<file path="src/rtl/uart_boot_loader.sv">
// Boot sequencer: parses a length/payload/checksum frame from the UART byte
// stream, writes 32-bit words into instruction memory, then releases the CPU.
module uart_boot_loader #(
    parameter int ADDR_W    = 10,
    parameter int MAX_WORDS = 1024
) (
    input  logic              clk,
    input  logic              rst,
    input  logic [7:0]        rx_data,
    input  logic              rx_valid,
    output logic              imem_we,
    output logic [ADDR_W-1:0] imem_addr,
    output logic [31:0]       imem_wdata,
    output logic              cpu_rst,
    output logic              boot_done,
    output logic              boot_err
);

    typedef enum logic [2:0] {HDR, DATA, SUM, DONE, ERR} state_t;

    state_t            state_q, state_d;
    logic [1:0]        byte_idx_q, byte_idx_d;
    logic [ADDR_W:0]   word_idx_q, word_idx_d;
    logic [ADDR_W:0]   word_cnt_q, word_cnt_d;
    logic [7:0]        sum_q, sum_d;
    logic [23:0]       buf_q, buf_d;
    logic              we_d, cpu_rst_d, done_d, err_d;
    logic [ADDR_W-1:0] addr_d;
    logic [31:0]       wdata_d;

    // Header and data words share one shift buffer; the 4th byte completes it.
    logic [7:0]      sum_nx;
    logic [31:0]     word_nx;
    logic [ADDR_W:0] word_inc;
    assign sum_nx   = sum_q + rx_data;
    assign word_nx  = {rx_data, buf_q};
    assign word_inc = word_idx_q + (ADDR_W+1)'(1);

    always_ff @(posedge clk) begin
        if (rst) begin
            state_q    <= HDR;
            byte_idx_q <= '0;
            word_idx_q <= '0;
            word_cnt_q <= '0;
            sum_q      <= '0;
            buf_q      <= '0;
            imem_we    <= 1'b0;
            imem_addr  <= '0;
            imem_wdata <= '0;
            cpu_rst    <= 1'b1;
            boot_done  <= 1'b0;
            boot_err   <= 1'b0;
        end else begin
            state_q    <= state_d;
            byte_idx_q <= byte_idx_d;
            word_idx_q <= word_idx_d;
            word_cnt_q <= word_cnt_d;
            sum_q      <= sum_d;
            buf_q      <= buf_d;
            imem_we    <= we_d;
            imem_addr  <= addr_d;
            imem_wdata <= wdata_d;
            cpu_rst    <= cpu_rst_d;
            boot_done  <= done_d;
            boot_err   <= err_d;
        end
    end

    always_comb begin
        state_d    = state_q;
        byte_idx_d = byte_idx_q;
        word_idx_d = word_idx_q;
        word_cnt_d = word_cnt_q;
        sum_d      = sum_q;
        buf_d      = buf_q;
        we_d       = 1'b0;
        addr_d     = imem_addr;
        wdata_d    = imem_wdata;
        cpu_rst_d  = cpu_rst;
        done_d     = boot_done;
        err_d      = boot_err;
        if (rx_valid) begin
            case (state_q)
                HDR, DATA: begin
                    sum_d      = sum_nx;
                    buf_d      = word_nx[31:8];
                    byte_idx_d = byte_idx_q + 2'd1;
                    if (byte_idx_q == 2'd3) begin
                        if (state_q == HDR) begin
                            if (word_nx == 32'd0) begin
                                state_d = SUM;
                            end else if (word_nx > 32'(MAX_WORDS)) begin
                                state_d = ERR;
                                err_d   = 1'b1;
                            end else begin
                                state_d    = DATA;
                                word_cnt_d = word_nx[ADDR_W:0];
                            end
                        end else begin
                            we_d       = 1'b1;
                            wdata_d    = word_nx;
                            addr_d     = word_idx_q[ADDR_W-1:0];
                            word_idx_d = word_inc;
                            if (word_inc == word_cnt_q)
                                state_d = SUM;
                        end
                    end
                end
                SUM: begin
                    if (sum_nx == 8'h00) begin
                        state_d   = DONE;
                        done_d    = 1'b1;
                        cpu_rst_d = 1'b0;
                    end else begin
                        state_d = ERR;
                        err_d   = 1'b1;
                    end
                end
                default: ;
            endcase
        end
    end

endmodule

</file>
<file path="config.mk">
export PLATFORM = sky130hd
export DESIGN_NAME = uart_boot_loader
export DESIGN_NICKNAME = d
export VERILOG_FILES = /design/src/rtl/uart_boot_loader.sv
export SDC_FILE = /design/constraint.sdc
export NUM_CORES = 1
export LEC_CHECK = 0
export BUFFER_PORTS_ARGS = -buffer_cell sky130_fd_sc_hd__buf_2
export CAP_MARGIN = 20
export CORE_MARGIN = 8
export CORE_UTILIZATION = 59
export DETAILED_ROUTE_END_ITERATION = 16
export MAX_ROUTING_LAYER = met4
export PLACE_DENSITY = 0.81
export SYNTH_ARGS = -nofsm -noshare
export SYNTH_HDL_FRONTEND = slang
export SYNTH_SLANG_ARGS = --single-unit
</file>
<file path="constraint.sdc">
create_clock -name clk -period 7.8 [get_ports clk]
set_clock_uncertainty 0.15 [all_clocks]
set_input_delay 0.39 -clock clk [delete_from_list [all_inputs] [get_ports clk]]
set_output_delay 0.39 -clock clk [all_outputs]
set_load 0.005 [all_outputs]
</file>
== Word-level counts from Yosys, hierarchy flattened ==
Cells that the tools add are included.
Word-level totals
  word-level logic and storage cells: 58
  register bits: 105
Operators by class
  bitwise operators: 6
  reductions and logical operators: 12
  multiplexer cells: 14
  order comparisons: 1
  eq/ne operators: 10
  $add $sub $neg: 3
Operators with widths (count)
  $gt A32 B11 Y1 const B: 1
  $logic_not A32 Y1: 1
  $mux W3: 6
  $add A11 B1 Y11 const B: 1
  $eq A11 B11 Y1: 1
  $ne A2 B2 Y1 const B: 5
  $add A8 B8 Y8: 1
  $logic_not A8 Y1: 1
  $reduce_and A4 Y1: 2
  $reduce_and A7 Y1: 1
  $mux W1: 6
  $not A1 Y1: 6
  $pmux W3 S2: 1
  $reduce_and A6 Y1: 1
  $reduce_or A4 Y1: 1
  $eq A3 B1 Y1 const B: 1
  $eq A3 B2 Y1 const B: 1
  $logic_not A3 Y1: 1
  $ne A3 B3 Y1 const B: 1
  $reduce_and A3 Y1: 1
  $add A2 B1 Y2 const B: 1
  $eq A2 B2 Y1 const B: 1
  $pmux W1 S2: 1
  $reduce_and A2 Y1: 1
  2 further kinds: 2

== Logic depth before layout (Yosys ltp) ==
Gate-level depths: netlist of run 1.
  word-level depth: 6
  mapped depth: 9
  depth with buffers taken out: 9

== Least setup slack after synthesis of run 1 ==
Ideal clock, no wire load.
  kind: input-to-reg
  start: input port rx_data[0]
  end: register boot_err
  cell stages on the path: 9
  slack: 5.228 ns
  data arrival time: 2.352 ns
  buffers on the path: 0
  cell sequence: ha_1 > fa_1 > a211o_1 > a2111oi_0 > nor3b_1 > nand4_1 > nor2_1 > a211o_1 > a21oi_1
Between the ends
  longest elaborated chain between the ends: 4
  elaborated cells between the ends (all ways): 8
  those cells by class: add/sub (1); order compare (1); eq/ne (3); reduce/logical (3)
Ends and longest elaborated chain
  start: declaration: RTL line 9  | input logic [7:0] rx_data,
  $add A8 B8 Y8: RTL line 35  | assign sum_nx = sum_q + rx_data;
  $logic_not A8 Y1: RTL line 110  | if (sum_nx == 8'h00) begin
  $ne A2 B2 Y1 (no line)
  $reduce_and A7 Y1 (no line) (*)
  end signal: assignment: RTL line 65  | boot_err <= err_d;
  end: declaration: RTL line 16  | output logic boot_err
Mark *: on every way between the ends. The rest lies on a longest branch, timed or not.
A chain may end at the register's enable or synchronous reset.

== Final worst setup path of run 1 ==
  start: register buf_q[13]
  end: register word_cnt_q[4]
Between the ends
  longest elaborated chain between the ends: 3
  elaborated cells between the ends (all ways): 5
  those cells by class: order compare (1); bitwise (2); reduce/logical (2)
Ends and longest elaborated chain
  start: declaration: RTL line 26  | logic [23:0] buf_q, buf_d;
  start signal: assignment: RTL line 59  | buf_q <= buf_d;
  $gt A32 B11 Y1 or $logic_not A32 Y1 (tied branches): RTL line 92, 90
  $not A1 Y1 (no line)
  $reduce_and A6 Y1 (no line) (*)
  end signal: assignment: RTL line 57  | word_cnt_q <= word_cnt_d;
  end: declaration: RTL line 24  | logic [ADDR_W:0] word_cnt_q, word_cnt_d;
Marked as above.

==> results.md, run 1 <==
* Crit. End Element: flip-flop
* Critical Path RT at 7860 ps
* Clock power frac at 33.4%
* Critical path launch point type: flip-flop
* H-Tree Level Count at 3
* GR Layer Usage met2 at 31.0%
* Status: complete, no violations
* Total Routing Usage GR at 19.3%
* M3 GR Usage at under 10%
* WHS Path Cells at 3
* Period utilization at a little over a third
* Post-synth ARST share at 0%
* Worst path bufs/invs at 0
* Arrival @ worst endpoint at about 2900 ps
* Vias in the first global route at 3727
* Clock Tree Buf Depth at 2
* P&R area growth vs syn at 11.5%
* Drt pass-1 iters at 5
* Layout Nets at between 600 and 700
* Routed wire length at ~10000 um
* Yosys cell types at between 40 and 50
* Die width at ~100 um
* Clk slew on worst S/H paths at ~100 ps
* Rows at 32
* Part of the power in combinational logic at roughly a tenth
* Register-to-register setup slack at between 4000 and 5000 ps
* Most used DFF post-synth: dfxtp_1
* Initial antenna violation count at 0
* Vias at about 3900
* #FFs+latches synth at 105
* Worst Path Max Fanout at 11
* Die area at between 10000 and 15000 sq um
* Cell Area, Synth at around 4500 sq um
* CP max stage delay at roughly 550 ps
* Layout cells sized above 1 at roughly 14%
* Share of power burned in registers at 57.0%
* Number of synthesized flops with an enable pin at 0
* Post-Layout Inst Area at around 5000 sq um
* Number of routed nets with antenna violations at 0
* Sw Ratio at about a quarter
* Inserted Diodes at 0
* Max VDD drop at 0.0962 mV
* Hold Buf Count CTS at 0
* Initial DRC count at 225
* Pwr dens at ~190 nW/um^2
* Hold Startpoint: rx_data[0]
* Chip height at just over 100 um
* Routed WL per cell at ~14 um
* Most Crowded Layer GR: met2
* DP Worst Slack at 4850 ps
* GR Util met1 at a little under a quarter
* Initial Util at between 50% and 60%
* Largest net degree at the start of global routing at 106
* Final Critical Period at around 2800 ps
* Worst-Margin Slew at 1030 ps
* MaxCap Viol Count at 0
* Root Buffer: clkbuf_8
* Reg2Reg Depth at 6
* Critical path's top delay family: simple AND/OR/NAND/NOR gates
* First-pass GRT wire length at 17200 um
* Sequential area share after synthesis at between 40% and 50%
* Commonest non-fill, non-tap cell in the layout: nand2_1
* Final count of negative-setup-slack endpoints at 0
* CP Class: reg2reg
* Leakage at ~2.0 nW
* Relative slew slack at 31.5%
* Post-cts sizing count at 0
* Clock latency on the worst-skew pair at ~360 ps
* Yosys warns at 0
* Syn Area/Cell at 8.04 sq um
* CTS sink cnt at ~110
* Peak Freq at roughly 0.36 GHz
* Net Count, Synth at ~600
* CTS tree: done
* Hold Fails Final Rpt at 0
* Syn Inst Count at approximately 560
* Placed cell areas at approximately 4800 sq um
* Commonest cells after routing, fill and taps aside: 153 x nand2_1, 105 x dfxtp_1, 83 x a21oi_1
* Internal power at 737 uW
* I/O pin count at between 50 and 60
* Setup slack after layout at ~5000 ps
* Port bufs at 56
* RR Startpoint: buf_q[13]$_SDFFE_PP0P_
* Cell Chain, Critical Path: or4_1 -> or4_4 -> nor4_2 -> nand3_2 -> mux2i_1 -> nor2_1
* Hold endpoint: buf_q[16]$_SDFFE_PP0P_
* Critical Path Slowest Stage Cell: or4_1
* GRT overflow at 0
* RSZ-0062 raised after global routing: no
* Class of the worst hold path: in2reg
* Inserted Clock Buffers at 9
* Setup tns final at 0 ps
* Final Max Slew Viols at 0
* Worst r2r dst: word_cnt_q[4]$_SDFFE_PP0P_
* NetSw at approximately 240 uW
* CORE AREA at between 7000 and 8000 sq um
* Vias/cell at 5.53
* Levels on crit path at 6
* Hpwl dp at roughly 7000 um
* Routability Congestion at approximately 0.84
* Drt drc at 0
* Setup Fix Bufs, Post-CTS at 0
## logic make-up (layout without fill, tap and decap cells)
family,Yosys count,after routing,synth area share (%)
AO/OA/AOI/OAI,120,120,15.3
XOR/XNOR,23,23,4.46
adder cells (fa/ha/maj),10,10,2.93
buffers and inverters,42,80,3.65
flip-flops,105,105,46.5
multiplexers,11,11,2.44
AND/OR/NAND/NOR,251,251,24.7
## flip-flops by register name, indices dropped and copies added, names as in the netlist
register    cells
imem_addr      10
word_idx_q     11
cpu_rst         1
imem_we         1
boot_done       1
state_q         3
word_cnt_q     11
boot_err        1
byte_idx_q      2
imem_wdata     32
sum_q           8
buf_q          24
## metal layers
metal / wire, um / part of all wire, % / vias up
met3: 445 / 4.5 / 13
met1: 4560 / 46 / 1802
li1: - / - / 1974
met4: 157 / 1.6 / 0
met5: 0 / 0 / -
met2: 4840 / 48 / 90
## synthesized netlist by cell type (2+ instances only)
cell type | number | area share, %
a211o_1 | 2 | 0.39
a211oi_1 | 5 | 0.83
a21o_1 | 3 | 0.50
a21oi_1 | 83 | 9.2
a31oi_1 | 2 | 0.28
and2_1 | 6 | 0.83
and3_1 | 2 | 0.28
and4_1 | 2 | 0.39
clkbuf_1 | 35 | 2.9
dfxtp_1 | 105 | 47
ha_1 | 9 | 2.5
inv_1 | 6 | 0.50
mux2i_1 | 11 | 2.4
nand2_1 | 153 | 13
nand2b_1 | 2 | 0.28
nand3_1 | 12 | 1.3
nand4_1 | 4 | 0.55
nor2_1 | 38 | 3.2
nor2b_1 | 2 | 0.28
nor3b_1 | 3 | 0.50
nor4_1 | 7 | 0.97
nor4b_1 | 2 | 0.39
o211ai_1 | 4 | 0.66
o21a_1 | 2 | 0.33
o21ai_0 | 7 | 0.78
o21ba_2 | 2 | 0.44
o31ai_1 | 2 | 0.33
or2_2 | 3 | 0.42
or3_1 | 6 | 0.83
or4_1 | 2 | 0.33
xnor2_1 | 19 | 3.7
xor2_1 | 4 | 0.78
## stage by stage
| stage | total power, mW | util, % | hold slack (ps) | cells |
|---|---|---|---|---|
| floorplan | 0.632 | - | 290 | 562 |
| global placement | 0.650 | 63.5 | 287 | 686 |
| detailed placement | 0.654 | 63.5 | 290 | 686 |
| CTS | 0.972 | 65.9 | 147 | 700 |
| global route | 1.01 | 66.6 | 152 | 702 |
| finish | 0.972 | 66.6 | 151 | 702 |
## power groups by stage
stage | clock network (mW) | logic (mW) | registers [mW]
after floorplan | 0 | 0.0677 | 0.564
final | 0.325 | 0.0926 | 0.555
after global placement | 0 | 0.0834 | 0.567
after detailed placement | 0 | 0.0871 | 0.567
after CTS | 0.329 | 0.0877 | 0.555
after global routing | 0.352 | 0.104 | 0.556
## how the worst max path moves through the flow
stage	slack, ps	startpoint	endpoint
after CTS	4990	buf_q[13]$_SDFFE_PP0P_	word_cnt_q[4]$_SDFFE_PP0P_
after global placement	4960	rx_data[0]	cpu_rst$_SDFFE_PP1P_
after detailed placement	4850	rx_data[0]	state_q[0]$_SDFFE_PP0P_
after global routing	4810	sum_q[1]$_SDFFE_PP0P_	state_q[0]$_SDFFE_PP0P_
final	4990	buf_q[13]$_SDFFE_PP0P_	word_cnt_q[4]$_SDFFE_PP0P_
after floorplan	5230	rx_data[0]	boot_err$_SDFFE_PP0P_
## tightest hold or removal path: stages
cell and delay, ps:
buf_2 130, nand2_1 60, a21oi_1 50
## final cells by class
type	instances	area [sq um]
Tap cell	102	128
Inverter	6	22.5
Fill cell	633	2530
Sequential cell	105	2100
Timing Repair Buffer	60	350
Multi-Input combinational cell	415	2250
Clock buffer	11	141
Clock inverter	3	42.5
Power figures use the tool's default switching activity.
==> inputs of run 2 (changes only) <==
- ABC_AREA: default -> 1
- CORE_UTILIZATION: 59 -> 52
- PLACE_DENSITY: 0.81 -> 0.75
- clock period: 7.8 -> 2.4 ns (I/O delays scaled with it)
==> run 2 against run 1 <==
Against the previous run: sequential cell count stayed put; critical path depth up 6; utilization is 5.4 points lower; design area is 5.8% higher; worst hold slack improved by 170 ps; largest cell class unchanged; critical endpoint is now cpu_rst$_SDFFE_PP1P_; sequential power increased to 4.0 times the previous value; largest power group unchanged; global-route usage fell by 1.4 points; non-clock buffer count grew 15; synthesized cell count rose by 13%; routed wire length is 6.3% higher; clock-buffer cell count shrank 2.
==> results.md, run 2 <==
* Setup tns final at 0 ps
* Top cell type's share of synthesized area at about 45%
* Largest register by flop count: imem_wdata
* Initial antenna violation count at 0
* Net Count, Synth at around 660
* Number of synthesized flops with an enable pin at 0
* Post-Layout Inst Area at between 5000 and 6000 sq um
* Class of the worst hold path: reg2reg
* Status: complete, no violations
* Clock Tree Buf Depth at 2
* Initial Util at a little over half
* Chip height at 111 um
* Hold Fails Final Rpt at 0
* Post-synth ARST share at 0%
* Die area at approximately 12000 sq um
* CORE AREA at around 8700 sq um
* Final count of negative-setup-slack endpoints at 0
* I/O pin count at 57
* Placed cell areas at approximately 5000 sq um
* Relative slew slack at 69.4%
* Routed wire length at about 11000 um
* Die width at 111 um
* Arrival @ worst endpoint at 2350 ps
* Layout cells sized above 1 at between 10% and 20%
* RSZ-0062 raised after global routing: no
* Drt drc at 0
* Leading area contributor after synthesis: dfxtp_1
* Cell Chain, Critical Path: dlygate4sd3_1 -> buf_2 -> ha_1 -> fa_1 -> xor2_1 -> nor3_1 -> nand3_1 -> nor2_2 -> nand3_1 -> nand3b_1 -> nand2_1 -> nand2_1
* Routability Congestion at between 0.9 and 1
* GRT overflow at 0
* Regs by FF count: imem_wdata x32, buf_q x24
* Peak Freq at 0.446 GHz
* Sequential area share after synthesis at a little under half
* Root Buffer: clkbuf_8
* Yosys cell types at 33
* H-Tree Level Count at 3
* Critical path launch point type: input port
* Cell Area, Synth at about 4700 sq um
* CTS sink cnt at 105
* Crit. End Element: flip-flop
* CP Class: in2reg
* Worst Path Max Fanout at 3
* Clock latency on the worst-skew pair at 380 ps
* Critical Path RT at 2510 ps
* Pwr dens at roughly 890 nW/um^2
* Initial DRC count at ~210
* Largest net degree at the start of global routing at 56
* Yosys warns at 0
* Area contributors post-synth: dfxtp_1 45%, o21ai_0 8.4%, a21oi_1 8.0%
* Syn Area/Cell at 7.35 sq um
* Commonest non-fill, non-tap cell in the layout: dfxtp_1
* Critical Path Slowest Stage Cell: dlygate4sd3_1
* Vias in the first global route at between 4000 and 5000
* #FFs+latches synth at approximately 110
* Post-Layout Cell Count at roughly 800
* Worst-Margin Slew at around 460 ps
* Layout Nets at around 700
* Setup Fix Bufs, Post-CTS at 0
* Commonest cells after routing, fill and taps aside: 105 x dfxtp_1, 93 x nand2_1, 78 x o21ai_0
* P&R area growth vs syn at 14.3%
* Hpwl dp at 7610 um
* MaxCap Viol Count at 0
* Max reg flops at 32
* Leakage at approximately 2.6 nW
* Vias/cell at about 5.3
* Drt pass-1 iters at 5
* Max VDD drop at 0.464 mV
* Most common cell in the netlist: dfxtp_1
* First-pass GRT wire length at 18400 um
* Final Max Slew Viols at 0
* Clk slew on worst S/H paths at 110 ps
* CP max stage delay at between 500 and 600 ps
* Inst Count DP at 778
* Inserted Diodes at 0
* Synth cell count leaders: 105 x dfxtp_1, 93 x nand2_1, 78 x o21ai_0
* Hold Slack at around 320 ps
* Period utilization at around 93%
* Syn Inst Count at 635
* Most used DFF post-synth: dfxtp_1
* Total power at about 4.8 mW
* CTS tree: done
* Rows at 34
* Total Routing Usage GR at approximately 18%
* Number of routed nets with antenna violations at 0
* Final Critical Period at between 2000 and 2500 ps
* Routed WL per cell at around 13 um
* Inserted Clock Buffers at 9
* Vias at about 4200
* Port bufs at 56
run 2: logic make-up after synthesis:
kind of cell / after synthesis / share of synthesized area, %
DFF: 105 / 45.1
AOI/OAI and AO/OA: 167 / 18.6
buffers and inverters: 110 / 9.36
xor gates and xnor gates: 4 / 0.751
adders and majority gates: 10 / 2.84
and+or+nand+nor: 239 / 23.4
run 2: stage by stage:
stage          utilization [%]  worst slack [ps]
2_1_floorplan                -               417
3_3_place_gp              57.5               295
3_5_place_dp              57.5               271
4_1_cts                   61.1               150
5_1_grt                   61.2              12.9
6_report                  61.2               158
run 2: worst max-delay path: cells and delay by family:
kind | cells | cell delay [ps]
buf+inv | 2 | 660
simple gates | 7 | 730
fa+ha+maj | 2 | 650
xor+xnor | 1 | 170
run 2: what timing repair did:
action / 4_1_cts / 5_1_grt
resized for setup: 0 / 1
hold buffers: 10 / 0
hold endpoints to repair: 22 / 0
endpoints found under the setup margin: 0 / 4
run 2: layout make-up:
| cell class | count | area (sq um) |
|---|---|---|
| Clock buffer | 9 | 124 |
| Clock inverter | 7 | 96.3 |
| Fill cell | 770 | 3390 |
| Inverter | 80 | 300 |
| Multi-Input combinational cell | 420 | 2130 |
| Sequential cell | 105 | 2100 |
| Tap cell | 108 | 135 |
| Timing Repair Buffer | 75 | 448 |
run 2: routing by layer:
metal	GRT usage, %	up-vias	wire [um]
met1	21.2	1887	4830
met2	28.9	125	4990
met5	-	-	0
met4	7.39	0	307
li1	-	2188	-
met3	3.84	26	504
run 2: report_power, final:
part           switching (mW)  total, mW  internal, mW
combinational           0.899       1.38         0.482
sequential              0.181       2.20          2.02
clock                   0.727       1.17         0.446
run 2: worst paths after layout:
check | start | to | slack [ps] | cells past startpoint
setup / recovery | rx_data[0] | cpu_rst$_SDFFE_PP1P_ | 160 | 12
hold / removal | cpu_rst$_SDFFE_PP1P_ | cpu_rst$_SDFFE_PP1P_ | 320 | 2
setup reg to reg | sum_q[0]$_SDFFE_PP0P_ | cpu_rst$_SDFFE_PP1P_ | 260 | 10
hold reg to reg | cpu_rst$_SDFFE_PP1P_ | cpu_rst$_SDFFE_PP1P_ | 320 | 2
==> inputs of run 3 (changes only) <==
- CELL_PAD_IN_SITES_DETAIL_PLACEMENT: default -> 1
- CELL_PAD_IN_SITES_GLOBAL_PLACEMENT: default -> 2
- CORE_UTILIZATION: 52 -> 30
- PLACE_DENSITY: 0.75 -> default
- PLACE_DENSITY_LB_ADDON: default -> 0.1
- clock period: 2.4 -> 1.8 ns (I/O delays scaled with it)
==> run 3 against run 2 <==
Against the previous run: the flow now finishes with violations (hold timing, setup timing); critical endpoint is now state_q[1]$_SDFFE_PP0P_; non-clock buffer count is 73 higher; sequential power is 35% higher; die area is 61% higher; critical path depth stayed put; sequential cell count stayed put; worst setup slack worse by 430 ps; global-route usage is 2.4 points lower; routed wire length is 40% higher; worst hold slack worse by 340 ps; highest routed layer unchanged; final cell count is 19% higher; sequential share of layout area is 6.6 points lower.
==> results.md, run 3 (synthesis gave the netlist of run 2 again) <==
* Chip height at between 100 and 150 um
* First-pass GRT wire length at ~24000 um
* Inserted Diodes at 0
* Failing checks: hold timing, setup timing
* Crit. End Element: flip-flop
* Largest register by flop count: imem_wdata
* CORE AREA at ~15000 sq um
* CTS tree: done
* Final count of negative-setup-slack endpoints at 17
* Layout Nets at 785
* Regs by FF count: imem_wdata x32, buf_q x24
* Area of the multi-input gates at 2360 sq um
* H-Tree Level Count at 3
* RSZ-0062 raised after global routing: yes
* Relative slew slack at 76.2%
* Drt drc at 0
* I/O pin count at between 50 and 60
* DP Worst Slack at -306 ps
* Setup slack after layout at -273 ps
* Initial antenna violation count at 0
* DRT met1 WL at approximately 6700 um
* Inserted Clock Buffers at 9
* Total Routing Usage GR at about 15%
* Peak Freq at about 0.48 GHz
* Port bufs at 56
* Vias in the first global route at approximately 4800
* Worst r2r dst: state_q[1]$_SDFFE_PP0P_
* Critical Path RT at slightly below 2000 ps
* Clock Tree Buf Depth at 2
* Pwr dens at around 1200 nW/um^2
* Class of the worst hold path: in2reg
* Final Max Slew Viols at 0
* Clock latency on the worst-skew pair at 360 ps
* Rows at 45
* DR top layer: met4
* Vias at between 4000 and 5000
* Routed WL per cell at about 16 um
* Largest net degree at the start of global routing at 52
* Root Buffer: clkbuf_16
* Reg2Reg Depth at 12
* WL met3 at between 300 and 400 um
* Drt pass-1 iters at 4
* Period utilization at 115%
* Final Critical Period at between 2000 and 2500 ps
* Met2 WL at 7510 um
* Crit path from: sum_q[0]$_SDFFE_PP0P_
* RR Startpoint: sum_q[0]$_SDFFE_PP0P_
* Initial DRC count at 116
* Number of fill cells at roughly 1900
* Number of routed nets with antenna violations at 0
* CTS sink cnt at about 110
* Routability Congestion at between 0.7 and 0.8
* Hold Fails Final Rpt at 2
* Max reg flops at 32
* Die width at 141 um
* Arrival @ worst endpoint at 2220 ps
* Clk slew on worst S/H paths at around 70 ps
* GRT overflow at 0
* Worst Setup EP: state_q[1]$_SDFFE_PP0P_
* Worst Path Max Fanout at 3
* Critical path launch point type: flip-flop
* Hpwl dp at 10400 um
* Routed wire length at 14900 um
* Die area at between 15000 and 20000 sq um
* Setup tns final at -2470 ps
* Layout cells sized above 1 at 30.6%
* Commonest cells after routing, fill and taps aside: 96 x dfxtp_1, 78 x o21ai_0, 78 x nand2_1
* Reg area at between 2000 and 2500 sq um
* Initial Util at a little under a third
* CP Class: reg2reg
* Worst-Margin Slew at ~360 ps
* Hold Slack at -19.0 ps
* Leakage at 3.02 nW
* Register-to-register setup slack at -270 ps
* Max VDD drop at 0.484 mV
* MaxCap Viol Count at 0
* Commonest non-fill, non-tap cell in the layout: dfxtp_1
* P&R area growth vs syn at 38.2%
* Status: finished with violations
* Vias/cell at about 4.8
## run 3: cell types whose count changed in the layout (fill, tap and decap cells not counted), sizes merged
cell | previous run | this run
bufbuf | 0 | 1
dlymetal6s4s | 0 | 2
clkinvlp | 0 | 1
dlygate4sd3 | 10 | 5
clkbuf | 9 | 13
buf | 65 | 137
inv | 86 | 80
clkinv | 1 | 5
## run 3: timing repair
action                     4_1_cts  5_1_grt
setup endpoints to repair       20       66
pin swaps                        8       21
hold buffers                     7        0
gates resized for setup         18       55
buffers inserted                 4        2
hold endpoints to repair        11        0
gates cloned                     1        4
## run 3: layout make-up
type | count | area share [%]
Clock buffer | 10 | 3.55
Clock inverter | 6 | 0.679
Inverter | 80 | 4.73
Tap cell | 188 | 3.65
Multi-Input combinational cell | 420 | 36.6
Sequential cell | 105 | 32.8
Timing Repair Buffer | 148 | 17.9
## run 3: routing by layer
layer | global-route usage, % | up-vias
li1 | - | 2346
met1 | 17.9 | 2176
met2 | 26.1 | 58
met3 | 2.50 | 21
met4 | 6.84 | 0
met5 | - | -
## run 3: worst min-delay path by stage
| stage | start | to | slack, ps | cells past startpoint |
|---|---|---|---|---|
| 6_report | rx_data[1] | buf_q[17]$_SDFFE_PP0P_ | -20 | 3 |
| 3_3_place_gp | rx_data[0] | imem_wdata[24]$_SDFFE_PP0P_ | 260 | 3 |
| 2_1_floorplan | rst | imem_we$_SDFF_PP0_ | 20 | 1 |
| 4_1_cts | rx_data[1] | buf_q[17]$_SDFFE_PP0P_ | -40 | 3 |
| 3_5_place_dp | rx_data[0] | imem_wdata[24]$_SDFFE_PP0P_ | 260 | 3 |
| 5_1_grt | rst | boot_done$_SDFFE_PP0P_ | 20 | 3 |
## run 3: power by group
group,internal [mW],leakage (nW),switching [mW]
combinational,1.29,2.03,1.56
clock,0.945,0.133,0.930
sequential,2.72,0.857,0.266
## run 3: stage by stage
stage | utilization, % | hold WS [ps] | cell area (sq um) | cells | power [mW]
after floorplan | - | 18.5 | 4680 | 635 | 4.37
after global placement | 37.5 | 265 | 5710 | 925 | 5.48
after detailed placement | 37.5 | 259 | 5710 | 925 | 5.57
after CTS | 40.7 | -37.6 | 6190 | 952 | 7.67
after global routing | 42.4 | 15.2 | 6450 | 957 | 8.27
final | 42.4 | -19.0 | 6450 | 957 | 7.71
## run 3: worst max-delay path, cell delays in order, from the launching register on
cell,delay [ps]
dfxtp_2,330
ha_4,160
fa_2,360
nand3_1,120
nand3b_1,80
nand2_1,110
nand3_1,100
nor2_2,130
nand4_1,120
buf_4,160
nand2_1,60
a21oi_1,40
nor2_1,90
